### src/rtl/uart_pkg.sv
// Shared definitions for the UART transmit arbiter slice.
// Holds the arbiter FSM state encoding and the UART framing constants
// (8N1 at 9600 baud from a 50 MHz clock).
package uart_pkg;

  localparam int DATA_W       = 8;
  localparam int CLK_FREQ     = 50_000_000;
  localparam int BAUD         = 9600;
  localparam int CLKS_PER_BIT = CLK_FREQ / BAUD;  // 5208 clocks per bit

  typedef enum logic [2:0] {
    IDLE,
    START,
    WAIT_BUSY,
    WAIT_DONE,
    GAP
  } arb_state_e;

endpackage

### src/rtl/uart_tx_arbiter_if.sv
// Bundle of the requester handshake and transmitter control signals around
// the UART transmit arbiter.
//   req_valid/req_data : NUM_REQ byte requesters (byte i at [8*i+7:8*i])
//   req_ready          : one-hot pulse when a requester's byte is taken
//   tx_start/tx_data   : start pulse and byte towards the transmitter
//   tx_busy            : transmitter busy flag
//   grant_id, active, err_timeout : arbiter status
// Modports: slave = arbiter side, master = sources/transmitter side.
interface uart_tx_arbiter_if #(
  parameter int NUM_REQ = 4
);
  import uart_pkg::*;

  logic [NUM_REQ-1:0]        req_valid;
  logic [DATA_W*NUM_REQ-1:0] req_data;
  logic [NUM_REQ-1:0]        req_ready;
  logic                      tx_start;
  logic [DATA_W-1:0]         tx_data;
  logic                      tx_busy;
  logic [2:0]                grant_id;
  logic                      active;
  logic                      err_timeout;

  modport slave (
    input  req_valid, req_data, tx_busy,
    output req_ready, tx_start, tx_data, grant_id, active, err_timeout
  );

  modport master (
    output req_valid, req_data, tx_busy,
    input  req_ready, tx_start, tx_data, grant_id, active, err_timeout
  );

endinterface

### src/rtl/rr_arbiter.sv
// Combinational round-robin picker.
//   req_i   : request vector
//   ptr_i   : index with highest priority this cycle (< NUM_REQ)
//   en_i    : qualifies the whole grant
//   gnt_o   : one-hot grant (zero when nothing is granted)
//   idx_o   : encoded index of the grant
//   valid_o : a grant was made
module rr_arbiter #(
  parameter int NUM_REQ = 4
) (
  input  logic [NUM_REQ-1:0] req_i,
  input  logic [2:0]         ptr_i,
  input  logic               en_i,
  output logic [NUM_REQ-1:0] gnt_o,
  output logic [2:0]         idx_o,
  output logic               valid_o
);

  int   cand;
  logic found;

  // Walk the requesters starting at the pointer and wrapping; the first one
  // requesting wins. The inner loop keeps every bit-select constant.
  always_comb begin
    gnt_o = '0;
    idx_o = '0;
    found = 1'b0;
    cand  = 0;
    for (int k = 0; k < NUM_REQ; k++) begin
      cand = int'(ptr_i) + k;
      if (cand >= NUM_REQ) cand = cand - NUM_REQ;
      for (int i = 0; i < NUM_REQ; i++) begin
        if (en_i && !found && req_i[i] && (cand == i)) begin
          found    = 1'b1;
          gnt_o[i] = 1'b1;
          idx_o    = 3'(i);
        end
      end
    end
    valid_o = found;
  end

endmodule

### src/rtl/uart_tx_arbiter.sv
// Shares one UART transmitter between NUM_REQ byte requesters.
// Round-robin grant, latches the winning byte, pulses tx_start, follows the
// transmitter busy flag and enforces an idle gap before the next grant.
//   clk   : system clock
//   reset : asynchronous, active-low reset
//   bus   : handshake/transmitter bundle (slave side)
// Parameters: NUM_REQ (2..8), GAP_CYCLES (idle cycles after a frame, 0 ok),
// START_TIMEOUT (cycles allowed for tx_busy to rise after tx_start, >= 1).
module uart_tx_arbiter
  import uart_pkg::*;
#(
  parameter int NUM_REQ       = 4,
  parameter int GAP_CYCLES    = 16,
  parameter int START_TIMEOUT = 8
) (
  input logic              clk,
  input logic              reset,
  uart_tx_arbiter_if.slave bus
);

  localparam int CNT_W = 16;
  localparam logic [CNT_W-1:0] GAP_LAST = 16'(GAP_CYCLES - 1);
  localparam logic [CNT_W-1:0] TO_LAST  = 16'(START_TIMEOUT - 1);

  arb_state_e         state_q, state_d;
  logic [2:0]         ptr_q, ptr_d;
  logic [2:0]         grant_q, grant_d;
  logic [DATA_W-1:0]  data_q, data_d;
  logic [CNT_W-1:0]   cnt_q, cnt_d;
  logic               err_q, err_d;

  logic               arb_en;
  logic               arb_valid;
  logic [NUM_REQ-1:0] arb_gnt;
  logic [2:0]         arb_idx;
  logic [DATA_W-1:0]  sel_byte;

  // Grants are only possible in IDLE with the transmitter free; this also
  // covers the wait for tx_busy to drop after a reset mid-frame.
  assign arb_en = (state_q == IDLE) && !bus.tx_busy;

  rr_arbiter #(.NUM_REQ(NUM_REQ)) u_rr (
    .req_i   (bus.req_valid),
    .ptr_i   (ptr_q),
    .en_i    (arb_en),
    .gnt_o   (arb_gnt),
    .idx_o   (arb_idx),
    .valid_o (arb_valid)
  );

  // Pick the granted requester's byte out of the flat data bus.
  always_comb begin
    sel_byte = '0;
    for (int i = 0; i < NUM_REQ; i++) begin
      if (arb_gnt[i]) sel_byte = bus.req_data[DATA_W*i +: DATA_W];
    end
  end

  // Next-state logic. One counter serves both the start timeout and the gap
  // because the two phases never overlap; it is cleared on entry to each.
  // A timeout is registered so the pulse lands in the first cycle after the
  // START_TIMEOUT allowed WAIT_BUSY cycles.
  always_comb begin
    state_d = state_q;
    ptr_d   = ptr_q;
    grant_d = grant_q;
    data_d  = data_q;
    cnt_d   = cnt_q;
    err_d   = 1'b0;
    case (state_q)
      IDLE: begin
        if (arb_valid) begin
          data_d  = sel_byte;
          grant_d = arb_idx;
          ptr_d   = (arb_idx == 3'(NUM_REQ - 1)) ? 3'd0 : arb_idx + 3'd1;
          state_d = START;
        end
      end
      START: begin
        cnt_d   = '0;
        state_d = WAIT_BUSY;
      end
      WAIT_BUSY: begin
        if (bus.tx_busy) begin
          state_d = WAIT_DONE;
        end else if (cnt_q == TO_LAST) begin
          err_d   = 1'b1;
          cnt_d   = '0;
          state_d = (GAP_CYCLES == 0) ? IDLE : GAP;
        end else begin
          cnt_d = cnt_q + 1'b1;
        end
      end
      WAIT_DONE: begin
        if (!bus.tx_busy) begin
          cnt_d   = '0;
          state_d = (GAP_CYCLES == 0) ? IDLE : GAP;
        end
      end
      GAP: begin
        if (cnt_q == GAP_LAST) state_d = IDLE;
        else                   cnt_d   = cnt_q + 1'b1;
      end
      default: state_d = IDLE;
    endcase
  end

  // State, pointer, latched byte and counters.
  always_ff @(posedge clk or negedge reset) begin
    if (!reset) begin
      state_q <= IDLE;
      ptr_q   <= '0;
      grant_q <= '0;
      data_q  <= '0;
      cnt_q   <= '0;
      err_q   <= 1'b0;
    end else begin
      state_q <= state_d;
      ptr_q   <= ptr_d;
      grant_q <= grant_d;
      data_q  <= data_d;
      cnt_q   <= cnt_d;
      err_q   <= err_d;
    end
  end

  assign bus.req_ready   = arb_gnt;
  assign bus.tx_start    = (state_q == START);
  assign bus.tx_data     = data_q;
  assign bus.grant_id    = grant_q;
  assign bus.active      = (state_q != IDLE);
  assign bus.err_timeout = err_q;

endmodule

### src/flat_wrapper.sv
// flat-port wrapper written by rule: the top's interface ports become plain ports
module uart_tx_arbiter_flat import uart_pkg::*;
#(
  parameter int NUM_REQ       = 4,
  parameter int GAP_CYCLES    = 16,
  parameter int START_TIMEOUT = 8
)
  (clk, reset, bus_req_valid, bus_req_data, bus_tx_busy, bus_req_ready, bus_tx_start, bus_tx_data, bus_grant_id, bus_active, bus_err_timeout);
  uart_tx_arbiter_if #(.NUM_REQ(NUM_REQ)) bus_i ();
  input logic clk;
  input logic reset;
  input wire logic [$bits(bus_i.req_valid)-1:0] bus_req_valid;
  input wire logic [$bits(bus_i.req_data)-1:0] bus_req_data;
  input wire logic [$bits(bus_i.tx_busy)-1:0] bus_tx_busy;
  output wire logic [$bits(bus_i.req_ready)-1:0] bus_req_ready;
  output wire logic [$bits(bus_i.tx_start)-1:0] bus_tx_start;
  output wire logic [$bits(bus_i.tx_data)-1:0] bus_tx_data;
  output wire logic [$bits(bus_i.grant_id)-1:0] bus_grant_id;
  output wire logic [$bits(bus_i.active)-1:0] bus_active;
  output wire logic [$bits(bus_i.err_timeout)-1:0] bus_err_timeout;
  assign bus_i.req_valid = bus_req_valid;
  assign bus_i.req_data = bus_req_data;
  assign bus_i.tx_busy = bus_tx_busy;
  assign bus_req_ready = bus_i.req_ready;
  assign bus_tx_start = bus_i.tx_start;
  assign bus_tx_data = bus_i.tx_data;
  assign bus_grant_id = bus_i.grant_id;
  assign bus_active = bus_i.active;
  assign bus_err_timeout = bus_i.err_timeout;
  uart_tx_arbiter #(.NUM_REQ(NUM_REQ), .GAP_CYCLES(GAP_CYCLES), .START_TIMEOUT(START_TIMEOUT)) u_core (.clk(clk), .reset(reset), .bus(bus_i));
endmodule
### config.mk
export PLATFORM = sky130hd
export DESIGN_NAME = uart_tx_arbiter_flat
export DESIGN_NICKNAME = d
export VERILOG_FILES = /design/src/rtl/uart_pkg.sv /design/src/rtl/uart_tx_arbiter_if.sv /design/src/rtl/rr_arbiter.sv /design/src/rtl/uart_tx_arbiter.sv /design/src/flat_wrapper.sv
export SDC_FILE = /design/constraint.sdc
export NUM_CORES = 1
export LEC_CHECK = 0
export ABC_AREA = 1
export CAP_MARGIN = 25
export CORE_MARGIN = 3
export CORE_UTILIZATION = 49
export DETAILED_ROUTE_END_ITERATION = 10
export GPL_TIMING_DRIVEN = 0
export PLACE_DENSITY = 0.86
export SLEW_MARGIN = 20
export SYNTH_ARGS = -nofsm -noshare
export SYNTH_HDL_FRONTEND = slang
export SYNTH_SLANG_ARGS = --single-unit
export TNS_END_PERCENT = 50
### constraint.sdc
create_clock -name clk -period 3.15 [get_ports clk]
set_input_delay 0.4725 -clock clk [delete_from_list [all_inputs] [get_ports clk]]
set_output_delay 0.4725 -clock clk [all_outputs]
set_load 0.01 [all_outputs]
# ---- Yosys cells after proc, flatten, opt, wreduce, memory -nomap -nowiden
# Cells that the tools add are included.
dict set report word_totals {
  regBits 34
  in_bits 39
  output_inout_bits 18
  wordCells 187
}
dict set report classes {
  addsub 9
  n_lt_le_gt_ge 4
  eq_ne 25
  mux 69
  reduce_logical 74
}
# op n
set ops {}
lappend ops {{32-bit by 3-bit equality test with 1-bit output, second input constant} 8}
lappend ops {{32-bit by 2-bit equality test with 1-bit output, second input constant} 4}
lappend ops {{32-bit logical NOT} 4}
lappend ops {{32-bit two-way mux} 4}
lappend ops {{16-bit two-way mux} 4}
lappend ops {{16-bit case mux with 4 select lines} 1}
lappend ops {{3-bit two-way mux} 20}
lappend ops {{1-bit logical AND} 48}
lappend ops {{1-bit two-way mux} 35}
lappend ops {{8-bit two-way mux} 4}
lappend ops {{16-bit by 1-bit adder with 16-bit output, second input constant} 1}
lappend ops {{16-bit by 3-bit equality test with 1-bit output, second input constant} 1}
lappend ops {{16-bit by 4-bit equality test with 1-bit output, second input constant} 1}
lappend ops {{1-bit logical NOT} 16}
lappend ops {{3-bit case mux with 5 select lines} 1}
lappend ops {{4-bit by 3-bit subtractor with 5-bit output, second input constant} 3}
lappend ops {{4-bit by 3-bit greater-or-equal comparator with 1-bit output, second input constant} 3}
lappend ops {{3-bit by 2-bit equality test with 1-bit output, second input constant} 3}
lappend ops {{3-bit by 2-bit adder with 4-bit output, second input constant} 2}
lappend ops {{4-bit AND reduction} 2}
lappend ops {{2-bit != test, second input constant} 3}
lappend ops {{3-bit by 1-bit adder with 4-bit output, second input constant} 1}
lappend ops {{2-bit by 1-bit != test with 1-bit output, second input constant} 2}
lappend ops {{4-bit nonzero test} 1}
lappend ops {{other kinds (9)} 9}

# ---- Longest topological paths before layout
dict set report depth {
  word_depth 82
  ltp_mapped 18
  depth_no_buf 18
}

# ---- Cells and area by module
# Synthesis repeated with hierarchy kept, for this count alone.
dict set report unflattened {
  hier_cells 416
  hier_area_um2 2683.8
}
# module n_inst cells_each area_per_inst_um2 seq_area_each_um2
set by_module_without_submodules {}
lappend by_module_without_submodules {uart_tx_arbiter 1 327 2248.4 850.8}
lappend by_module_without_submodules {rr_arbiter 1 89 435.4 0.0}

# ---- Least setup slack after synthesis
# Ideal clock, no wire load.
dict set report synth_path {
  path_type {input port to flip-flop}
  start {in bus_tx_busy}
  end {reg u_core.ptr_q[1]}
  setup_ns 0.119
  arrival_ns 2.280
  required_time_ns 3.031
  path_slack_ns 0.751
  cell_stages 16
  n_path_buf 0
  path_cell_list {inv_1 > nand3_2 > nor2_1 > inv_1 > nor2_1 > nor2_4 > nand4_2 > nor2_4 > nand4_4 > nor2_1 > nand3_2 > nand3b_1 > inv_1 > nand2_1 > ha_1 > o21a_1}
}
dict set report synth_between {
  elab_chain_cells 82
  elab_cells_between_ends 99
  cone_classes {1 x add/sub; 1 x eq/ne; 32 x mux; 65 x reduce/logical}
}
# element line_no
set synth_lines {}
lappend synth_lines {{start, declared} flat_wrapper.sv:14} ;# input wire logic [$bits(bus_i.tx_busy)-1:0] bus_tx_busy;
lappend synth_lines {{1-bit logical NOT (*)} uart_tx_arbiter.sv:40} ;# assign arb_en = (state_q == IDLE) && !bus.tx_busy;
lappend synth_lines {{1-bit logical AND (*)} uart_tx_arbiter.sv:40}
lappend synth_lines {{1-bit logical AND (2 in series)} rr_arbiter.sv:33} ;# if (en_i && !found && req_i[i] && (cand == i)) begin
lappend synth_lines {{1-bit two-way mux} rr_arbiter.sv:33}
lappend synth_lines {{1-bit logical NOT} rr_arbiter.sv:33}
lappend synth_lines {{1-bit logical AND (3 in series)} rr_arbiter.sv:33}
lappend synth_lines {{1-bit two-way mux} rr_arbiter.sv:33}
lappend synth_lines {{1-bit logical NOT} rr_arbiter.sv:33}
lappend synth_lines {{[60 not listed]} -}
lappend synth_lines {{1-bit logical AND (3 in series)} rr_arbiter.sv:33}
lappend synth_lines {{1-bit two-way mux} rr_arbiter.sv:33}
lappend synth_lines {{1-bit logical NOT} rr_arbiter.sv:33}
lappend synth_lines {{1-bit logical AND (3 in series)} rr_arbiter.sv:33}
lappend synth_lines {{3-bit two-way mux (*)} rr_arbiter.sv:33}
lappend synth_lines {{named net u_core.arb_idx[1]} uart_tx_arbiter.sv:35} ;# logic [2:0] arb_idx;
lappend synth_lines {{3-bit by 1-bit adder with 3-bit output / 3-bit by 2-bit equality test with 1-bit output (equally long branches)} uart_tx_arbiter.sv:75} ;# ptr_d = (arb_idx == 3'(NUM_REQ - 1)) ? 3'd0 : arb_idx + 3'd1;
lappend synth_lines {{3-bit two-way mux (*)} uart_tx_arbiter.sv:75}
lappend synth_lines {{end signal, assigned} uart_tx_arbiter.sv:119} ;# ptr_q <= ptr_d;
lappend synth_lines {{end, declared} uart_tx_arbiter.sv:26} ;# logic [2:0] ptr_q, ptr_d;
# The timed path passes the listed nets; every way through them passes the cells marked *.
# A chain may end at the register's enable or synchronous reset.

# ---- Worst setup path after layout
dict set report layout_path {
  start {in bus_tx_busy}
  end {out bus_req_ready[3]}
}
dict set report layout_between {
  elab_chain_cells 80
  elab_cells_between_ends 83
  cone_classes {19 x mux; 64 x reduce/logical}
}
# element line_no
set layout_lines {}
lappend layout_lines {{1-bit logical NOT (*)} uart_tx_arbiter.sv:40}
lappend layout_lines {{1-bit logical AND (*)} uart_tx_arbiter.sv:40}
lappend layout_lines {{1-bit logical AND (2 in series)} rr_arbiter.sv:33}
lappend layout_lines {{1-bit two-way mux} rr_arbiter.sv:33}
lappend layout_lines {{1-bit logical NOT} rr_arbiter.sv:33}
lappend layout_lines {{1-bit logical AND (3 in series)} rr_arbiter.sv:33}
lappend layout_lines {{1-bit two-way mux} rr_arbiter.sv:33}
lappend layout_lines {{1-bit logical NOT} rr_arbiter.sv:33}
lappend layout_lines {{[55 not listed]} -}
lappend layout_lines {{1-bit logical AND (3 in series)} rr_arbiter.sv:33}
lappend layout_lines {{1-bit two-way mux} rr_arbiter.sv:33}
lappend layout_lines {{1-bit logical NOT} rr_arbiter.sv:33}
lappend layout_lines {{1-bit logical AND (3 in series)} rr_arbiter.sv:33}
lappend layout_lines {{1-bit two-way mux} rr_arbiter.sv:33}
lappend layout_lines {{1-bit logical NOT} rr_arbiter.sv:33}
lappend layout_lines {{1-bit logical AND (3 in series)} rr_arbiter.sv:33}
lappend layout_lines {{1-bit two-way mux (*)} rr_arbiter.sv:33}
lappend layout_lines {{end, declared} flat_wrapper.sv:15} ;# output wire logic [$bits(bus_i.req_ready)-1:0] bus_req_ready;
# Mark *: on every way between the ends. The rest lies on a longest branch, timed or not.

==> metrics.txt <==
status=completed; CP max-delay cell=clkdlybuf4s15_1; top post-synthesis cells by area=dfrtp_1 36%, nand2_1 15%, inv_1 9.2%, nor2_1 6.7%, nand3_1 5.2%; Fin Setup TNS=0 ns; Num Clock Sinks=32; Stages on worst setup path=15; R2R setup slack=roughly 0.46 ns; Max clock buf depth=2; post-DP HPWL=between 4000 and 5000 µm; Setup crit start kind=primary input; worst r2r src=u_core.state_q[0]; number of global-route vias before repair=between 2,000 and 2,500; Slew Limit Fails=0; Die ar.=about 5300 µm²; internal cell power=around 0.0014 W; fraction of registers with async set/reset=100%; Yosys top cell by area=dfrtp_1; max frequency=roughly 0.33 GHz; sequential element share of the synthesized area=a little over a third; post-synthesis net count=between 300 and 400; crit path max fanout=9; reg2reg end=u_core.ptr_q[1]; top_reg_cell synth=dfrtp_1; synthesized flop and latch total=32; pwr/cell area=~800 nW/µm²; combinational power share=between 50% and 60%; Max stage delay on crit path=just under 0.3 ns; Final min period=around 3 ns; Routed WL per cell=~13 µm; switch share=a little over two fifths; Worst Path Arrival=approximately 2.5 ns; CP cell instances=clkdlybuf4s15_1, inv_2, nand3_2, nor2_1, inv_1, nor2_2, nor2_4, nand4_2, nor2_4, buf_4, nand4_1, nand3_1, inv_1, nand2_8, dlygate4sd2_1; RSZ-0062 raised after global routing=false; LEAKAGE=between 1.5 and 2 nW; post-route ant nets=0; core area=roughly 4200 µm²; initial drt markers=just over 100; Post-Synthesis Cell Area=between 2000 and 2500 µm²; Hold Slack=0.228 ns; Num CTS Buffers=5; CP delay by family, top=buffers and inverters; Final Hold Viols=0; Syn Area/Cell=about 6.7 µm²; NumNets Final=around 440; Hold Buf Count CTS=0; Max Cap Violations=0; Ys Warns=0; CP startpoint=bus_tx_busy; non-filler cells, final=between 400 and 500; Worst-Skew Late Latency=between 0.2 and 0.3 ns; die height=around 73 µm; layout cells sized above 1=between 10% and 20%; WL final=5950 µm; Clock transition at path regs=0.07 ns; H-tree lvl count=2; Final Setup Violations=0; via count=around 2,400; Clock power frac=16.0%; fill cell total of the finished layout=roughly 310; antenna violations before repair=0; worst min path class=in2async; Ports=57; switching power=0.00107 W; Slew HR=49.0%; WS Path Type=in2out; Post-synth top cells=89 x nand2_1, 54 x inv_1, 39 x nor2_1, 32 x dfrtp_1, 23 x nand3_1; Remaining DRCs=0; worst reg2reg path depth=18; Cells after Synth=about 330; DR pass1 iterations=5; Rows=23; Req. time, crit path=between 2 and 3 ns; crit end category=output pin; Post-synth EDFFs=0; first-pass GRT wire length=about 9700 µm; CTS tree=built; Total Routing Usage GR=23.2%; final core occ=74.0%; Syn-to-layout area delta=40.3%; die extent in x=around 73 µm; Overflow after GRT=0; period utilization=95.3%; crit path to=bus_req_ready[3]; total design power=0.00246 W; largest net degree at the start of global routing=33; # diodes=0; PortBufs=55; post-synth cell types=34; gp weighted congestion=0.952; Flop pwr share=roughly a quarter; Slew @ Worst Pin=roughly 0.76 ns; peak supply drop=~0.53 mV; Initial Utilization=52.7%; top-area cell type share of the netlist area=between 30% and 40%; placed cells=433; Via density=5.19; CTS root buf=clkbuf_8; most frequent cell after synthesis=nand2_1; Setup Skew=~0.010 ns; crit path buf inv count=6
-- repair_timing --
action                                  CTS  global route
endpoints found under the setup margin    4             3
pin swaps                                 4             4
setup buffers                             7             5
gates resized for setup                  14            15
-- flip-flops by register name, indices dropped and copies added (netlist names) --
name	cells
u_core.cnt_q	16
u_core.bus.tx_data	8
u_core.state_q	3
u_core.bus.grant_id	2
u_core.ptr_q	2
u_core.bus.err_timeout	1
-- layout by cell type (no fill, tap or decap), types with 2 or more instances in the layout --
cell	Yosys	layout
clkinv_2	0	2
dlygate4sd2_1	0	6
buf_4	1	13
nor3_1	10	10
nor4_1	2	2
nand4_1	11	11
dfrtp_1	32	31
a31oi_1	2	2
nand4_4	1	2
a21oi_1	20	20
nand2_1	89	85
ha_1	2	2
nand3_2	3	3
nor2_1	39	36
clkbuf_8	0	5
nand3_1	23	22
o21a_1	2	2
nor2_4	3	7
inv_1	54	53
nand2_2	3	6
clkdlybuf4s50_1	0	46
inv_2	1	2
o21ai_0	13	13
-- power by group through the flow --
| stage | logic [W] | registers, W | clock network (W) |
|---|---|---|---|
| 6_report | 0.00146 | 0.000607 | 0.000392 |
| 4_1_cts | 0.00139 | 0.000599 | 0.000406 |
| 5_1_grt | 0.00163 | 0.000620 | 0.000421 |
| 2_1_floorplan | 0.000827 | 0.000623 | 0 |
| 3_3_place_gp | 0.00126 | 0.000596 | 0 |
| 3_5_place_dp | 0.00129 | 0.000606 | 0 |
-- layout make-up --
cell class | instances | area, µm² | area share (%)
clock inverters | 3 | 42.5 | 1.38
flip-flops and latches | 32 | 802 | 26.0
repair buffers | 67 | 631 | 20.4
multi-input cells | 237 | 1250 | 40.4
plain buffers | 3 | 22.5 | 0.730
well taps | 50 | 62.6 | 2.03
clock buffers | 5 | 68.8 | 2.23
inverters | 56 | 211 | 6.85
-- logic make-up after synthesis --
| family | count (synthesis) | share of synthesized area (%) |
|---|---|---|
| other | 1 | 0.170 |
| buffers and inverters | 59 | 10.6 |
| flip-flops | 32 | 36.4 |
| AND/OR/NAND/NOR | 192 | 41.2 |
| adder cells (fa/ha/maj) | 2 | 1.14 |
| AO/OA/AOI/OAI | 42 | 10.5 |
-- routing by layer --
layer | track usage [%] | part of all wire, % | wire [µm]
met1 | 28.6 | 42 | 2510
met2 | 40.3 | 50 | 2990
met3 | 5.23 | 6.7 | 396
met4 | 6.97 | 0.86 | 51
met5 | 0 | 0 | 0
-- per-stage QoR --
stage	setup WS, ns	cell area [µm²]
global placement	-0.545	2810
finish	0.148	3090
floorplan	0.751	2200
detailed placement	-0.572	2810
global route	0.000415	3090
CTS	-0.0895	2990
-- worst min path at each step --
stage                                       from                     end  cells after the start
after global placement    u_core.bus.grant_id[0]  u_core.bus.grant_id[0]                      2
after CTS                                  reset        u_core.cnt_q[13]                      1
after detailed placement   u_core.bus.tx_data[4]   u_core.bus.tx_data[4]                      2
after global routing                       reset        u_core.cnt_q[12]                      1
after floorplan                            reset  u_core.bus.err_timeout                      0
final                                      reset       u_core.state_q[1]                      1
Note: power is estimated with default switching activity, not from simulation.
